## src/rtl/fault_trip_sequencer.sv

```systemverilog
// Fault front end and trip sequencer: per-channel debounce, first-fault latch,
// blinking warning phase, relay trip, operator clear and re-arm hold-off.
module fault_trip_sequencer #(
    parameter int N_CH        = 4,
    parameter int DEBOUNCE    = 8,
    parameter int RELAY_DELAY = 16,
    parameter int HOLDOFF     = 32,
    parameter int BLINK_HALF  = 4,
    parameter int CNT_W       = 8,
    localparam int ID_W       = (N_CH > 1) ? $clog2(N_CH) : 1
) (
    input  logic             clk,
    input  logic             reset,
    input  logic [N_CH-1:0]  raw_fault,
    input  logic [N_CH-1:0]  fault_mask,
    input  logic             clear_req,
    output logic             light,
    output logic             relay_driver,
    output logic             fault_valid,
    output logic [ID_W-1:0]  fault_id,
    output logic [CNT_W-1:0] trip_count,
    output logic             clear_rejected,
    output logic [1:0]       state_o
);

    localparam int DB_W  = $clog2(DEBOUNCE + 1);
    localparam int TMAX  = (RELAY_DELAY > HOLDOFF) ? RELAY_DELAY : HOLDOFF;
    localparam int TMR_W = $clog2(TMAX + 1);
    localparam int BL_W  = $clog2(BLINK_HALF + 1);

    localparam logic [DB_W-1:0]  DB_MAX     = DB_W'(DEBOUNCE);
    localparam logic [TMR_W-1:0] DELAY_LOAD = TMR_W'(RELAY_DELAY - 1);
    localparam logic [TMR_W-1:0] HOLD_LOAD  = TMR_W'(HOLDOFF - 1);
    localparam logic [BL_W-1:0]  BLINK_LOAD = BL_W'(BLINK_HALF - 1);

    localparam logic [1:0] ST_IDLE     = 2'd0;
    localparam logic [1:0] ST_PENDING  = 2'd1;
    localparam logic [1:0] ST_TRIPPED  = 2'd2;
    localparam logic [1:0] ST_CLEARING = 2'd3;

    logic [N_CH-1:0]  confirmed;
    logic             fault_any;
    logic [ID_W-1:0]  lowest_id;
    logic [1:0]       state;
    logic [TMR_W-1:0] timer;
    logic [BL_W-1:0]  blink_cnt;

    // A confirmed channel stays confirmed only while every sample keeps it high and unmasked.
    for (genvar g = 0; g < N_CH; g++) begin : g_debounce
        logic [DB_W-1:0] db_cnt;

        always_ff @(posedge clk or posedge reset) begin
            if (reset) begin
                db_cnt <= '0;
            end else if (raw_fault[g] && !fault_mask[g]) begin
                if (db_cnt != DB_MAX) begin
                    db_cnt <= db_cnt + 1'b1;
                end
            end else begin
                db_cnt <= '0;
            end
        end

        assign confirmed[g] = (db_cnt == DB_MAX);
    end

    assign fault_any = |confirmed;

    always_comb begin
        lowest_id = '0;
        for (int i = N_CH - 1; i >= 0; i--) begin
            if (confirmed[i]) begin
                lowest_id = ID_W'(i);
            end
        end
    end

    assign state_o = state;

    always_ff @(posedge clk or posedge reset) begin
        if (reset) begin
            state          <= ST_IDLE;
            timer          <= '0;
            blink_cnt      <= '0;
            light          <= 1'b0;
            relay_driver   <= 1'b0;
            fault_valid    <= 1'b0;
            fault_id       <= '0;
            trip_count     <= '0;
            clear_rejected <= 1'b0;
        end else begin
            clear_rejected <= 1'b0;
            case (state)
                ST_IDLE: begin
                    light        <= 1'b0;
                    relay_driver <= 1'b0;
                    if (fault_any) begin
                        state       <= ST_PENDING;
                        fault_id    <= lowest_id;
                        fault_valid <= 1'b1;
                        timer       <= DELAY_LOAD;
                        blink_cnt   <= BLINK_LOAD;
                        light       <= 1'b1;
                    end
                end
                // Once pending, the trip always completes regardless of faults or clear.
                ST_PENDING: begin
                    relay_driver <= 1'b0;
                    if (timer == '0) begin
                        state        <= ST_TRIPPED;
                        relay_driver <= 1'b1;
                        light        <= 1'b1;
                        if (trip_count != '1) begin
                            trip_count <= trip_count + 1'b1;
                        end
                    end else begin
                        timer <= timer - 1'b1;
                        if (blink_cnt == '0) begin
                            light     <= ~light;
                            blink_cnt <= BLINK_LOAD;
                        end else begin
                            blink_cnt <= blink_cnt - 1'b1;
                        end
                    end
                end
                ST_TRIPPED: begin
                    if (clear_req && !fault_any) begin
                        state        <= ST_CLEARING;
                        relay_driver <= 1'b0;
                        light        <= 1'b0;
                        fault_valid  <= 1'b0;
                        timer        <= HOLD_LOAD;
                    end else if (clear_req) begin
                        clear_rejected <= 1'b1;
                    end
                end
                ST_CLEARING: begin
                    relay_driver <= 1'b0;
                    light        <= 1'b0;
                    if (timer == '0) begin
                        state <= ST_IDLE;
                    end else begin
                        timer <= timer - 1'b1;
                    end
                end
                default: begin
                    state <= ST_IDLE;
                end
            endcase
        end
    end

endmodule

```

## config.mk

```make
export PLATFORM = sky130hd
export DESIGN_NAME = fault_trip_sequencer
export DESIGN_NICKNAME = d
export VERILOG_FILES = /design/src/rtl/fault_trip_sequencer.sv
export SDC_FILE = /design/constraint.sdc
export NUM_CORES = 1
export LEC_CHECK = 0
export CORE_MARGIN = 2
export CORE_UTILIZATION = 35
export CTS_CLUSTER_DIAMETER = 100
export DETAILED_ROUTE_END_ITERATION = 12
export SLEW_MARGIN = 20
export SYNTH_ARGS = -nofsm -noshare
export SYNTH_HDL_FRONTEND = slang
export SYNTH_SLANG_ARGS = --single-unit
export TNS_END_PERCENT = 100
```

## constraint.sdc

```tcl
create_clock -name clk -period 2.8 [get_ports clk]
set_input_delay 0.56 -clock clk [delete_from_list [all_inputs] [get_ports clk]]
set_output_delay 0.56 -clock clk [all_outputs]
set_load 0.02 [all_outputs]
```

==> impl_metrics.json <==
{
  "outcome": "completed",
  "wl_per_cell_um": 12.4,
  "max-cap-violations": 0,
  "first_pass_grt_wire_length_um": 7580,
  "initial_core_util_pct": 36.1,
  "post_synth_inst_count": 231,
  "cts_tree": "built",
  "timing.hold.worst.class": "reg2reg",
  "totalNegativeSetupSlack_ps": 0,
  "grt.total_usage_pct": 13.0,
  "post_synth_num_cell_types": 37,
  "first_global_vias": 1626,
  "final_max_slew_viol_count": 0,
  "intPower_mw": 0.873,
  "fin_hold_viols": 0,
  "globalRouteOverflowTotal": 0,
  "n_fill_cell": 627,
  "fp.dieW_um": 85.0,
  "syn_nets": 261,
  "critical_setup_path_class": "reg2reg",
  "setup_skew_after_layout_ps": 7.95,
  "crit_path_top_delay_cell": "dfrtp_1",
  "worst_path_arrival_ps": 2500,
  "cts-resized-gates": 0,
  "avgSynthCellArea_um2": 9.93,
  "routed_wirelength_um": 4220,
  "power_frac_clock_pct": 34.2,
  "gpl.final_weighted_congestion": 0.819,
  "hpwl_um": 3150,
  "layout_min_cycle_time_ps": 2320,
  "max-slew-margin-rel_pct": 55.3,
  "period_share_pct": 82.7,
  "cts-hold-fix-buffers": 0,
  "syn-cell-area_mm2": 0.00229,
  "timing.hold.worst_path_depth": 2,
  "timing.fmax_mhz": 432,
  "floorplan.rows": 29,
  "floorplan.core_area_mm2": 0.00635,
  "critical_path_s_most_frequent_cell": "inv_1",
  "die_y_um": 85.0,
  "dr.first_iter.drc_count": 55,
  "clock_latency_ps": 290,
  "ys_ff_latch": 41,
  "drtAntennaViolNets": 0,
  "dr_total_vias": 1651,
  "final_cell_mix": "dfrtp_1, nor2_1, clkdlybuf4s50_1, inv_1, ha_1",
  "post_cts_setup_repair_bufs": 0,
  "grt_start_max_net_pins": 42,
  "fin_total_pwr_mw": 1.18,
  "tritoncts_buffers": 5,
  "end_kind": "flip-flop",
  "cp-start-kind": "flip-flop",
  "vdd_drop_max_mv": 0.211,
  "antenna-diode-count": 0,
  "critical-path-top-delay-family": "simple AND/OR/NAND/NOR gates",
  "numPortBuffers": 26,
  "path_clk_slew_ps": 80,
  "nNetsFinal": 293,
  "synth.area.top_cells": "dfrtp_1, ha_1, nor2_1",
  "cts_root_buf": "clkbuf_8",
  "combinationalPowerShare_pct": 12.5,
  "biggest_fanout_along_the_worst_timing_path": 13,
  "finalSetupViolations": 0,
  "worst_ep_required_time_ps": 2980,
  "synthDominantAreaCellType": "dfrtp_1",
  "crit_chain": "inv_1 > ha_1 > inv_1 > nor2_1 > or3_1 > mux2_4",
  "drtPass1Iterations": 4,
  "ctsLongestPathBuffers": 2,
  "count_of_buffer_and_inverter_cells_on_the_critical_path": 2,
  "antenna_found_initial": 0,
  "critical_path.max_stage_delay_ps": 580,
  "multi_input_comb_area_mm2": 0.00116,
  "static-leakage-power_nw": 1.27,
  "switchingPower_mw": 0.307,
  "synth_top_area_share_pct": 44.7,
  "floorplan.io_pins": 27,
  "floorplan.die_area_mm2": 0.00722,
  "area_growth_pct": 19.4,
  "sequential_cell_area_mm2": 0.00103,
  "final_common_cell": "dfrtp_1",
  "drc_errors": 0,
  "yosys_warnings": 0,
  "sw_frac_of_total_pct": 26.0,
  "avgViaCountPerCell": 4.84,
  "h-tree-depth": 2,
  "r2r_cells": 6,
  "grt_setup_unrepaired": "false",
  "synth_sequential_area_ratio_pct": 44.7,
  "seq_power_share_pct": 53.3,
  "p_per_area_mw_per_mm2": 431,
  "cts.sink_count": 41,
  "finish.instance_area_mm2": 0.00274,
  "worst-slew-pin-transition_ps": 663,
  "cp.depth": 6,
  "final_layout_size_suffix_gt1_share_pct": 6.82,
  "placed_area_mm2": 0.00264
}
-- power groups by stage --
| stage | clock (mW) | combinational (mW) | sequential, mW |
|---|---|---|---|
| 2_1_floorplan | 0 | 0.105 | 0.638 |
| 6_report | 0.404 | 0.147 | 0.629 |
| 3_5_place_dp | 0 | 0.149 | 0.640 |
| 4_1_cts | 0.422 | 0.150 | 0.628 |
| 5_1_grt | 0.446 | 0.169 | 0.633 |
| 3_3_place_gp | 0 | 0.148 | 0.640 |
-- registers in the layout, summed over array words and instances (netlist names) --
| signal | cells |
|---|---|
| g_debounce.db_cnt | 16 |
| trip_count | 8 |
| timer | 6 |
| blink_cnt | 3 |
| fault_id | 2 |
| state_o | 2 |
| clear_rejected | 1 |
| fault_valid | 1 |
| light | 1 |
| relay_driver | 1 |
-- tightest hold or removal path, delay by kind of cell, from the launching register on --
kind,cells,cell delay [ps]
simple gates,1,50
compound gates,1,60
flops,1,360
-- routing by layer --
layer  track usage (%)  part of all wire (%)  up-vias  wire, µm
li1                  -                     -      846         -
met2              20.3                    45       21      1910
met3              3.11                   2.9        7       124
met1              17.6                    50      777      2130
met4              4.47                   1.4        0        59
met5                 0                     0        -         0
-- path summary, 6_finish.rpt --
kind / start / slack (ps) / endpoint
min in group asynchronous: reset / 690 / trip_count[5]
min reg2reg: relay_driver / 500 / relay_driver
max in group asynchronous: reset / 1740 / g_debounce[0].db_cnt[3]
max reg2reg: state_o[0] / 480 / timer[0]
min: relay_driver / 500 / relay_driver
max: state_o[0] / 480 / timer[0]
-- metrics by stage --
step / utilization (%) / worst slack (ps) / cells / hold slack (ps)
floorplan: - / 510 / 231 / 490
global placement: 41.6 / 593 / 333 / 491
detailed placement: 41.6 / 505 / 333 / 492
CTS: 43.2 / 489 / 341 / 509
global route: 43.2 / 288 / 341 / 534
finish: 43.2 / 484 / 341 / 496
-- cell usage after synthesis --
cell	instances
a2111oi_0	1
a211oi_1	2
a21boi_4	1
a21o_1	1
a21oi_1	18
a31oi_1	2
a41oi_1	2
and3_1	2
and3b_1	1
and4_4	1
buf_6	1
clkbuf_1	1
dfrtp_1	41
ha_1	19
inv_1	24
mux2_1	1
mux2_2	1
mux2_4	1
mux2i_1	2
nand2_1	13
nand2b_1	4
nand3_1	9
nand3b_4	4
nand4_1	3
nor2_1	35
nor3_1	6
nor4_1	1
nor4_4	1
o2111ai_1	1
o21ai_0	3
o22a_1	1
o22ai_1	3
o31ai_1	2
or3_1	3
or4_1	1
xnor2_1	8
xor2_1	11
-- cells by family after synthesis --
| family | after synthesis | synth area share (%) |
|---|---|---|
| AO/OA/AOI/OAI | 37 | 10.3 |
| XOR/XNOR | 19 | 7.25 |
| flip-flops | 41 | 44.7 |
| AND/OR/NAND/NOR | 84 | 20.3 |
| buffers and inverters | 26 | 4.58 |
| adder cells (fa/ha/maj) | 19 | 10.4 |
| multiplexers | 5 | 2.51 |
-- cell type report --
type	instances	share of cell area [%]
multi-input combinational	164	42.5
sequential	41	37.4
clock inverter	2	0.502
tap	77	3.52
inverter	24	3.29
clock buffer	6	3.01
timing repair buffer	27	9.77
Power figures use the tool's default switching activity.
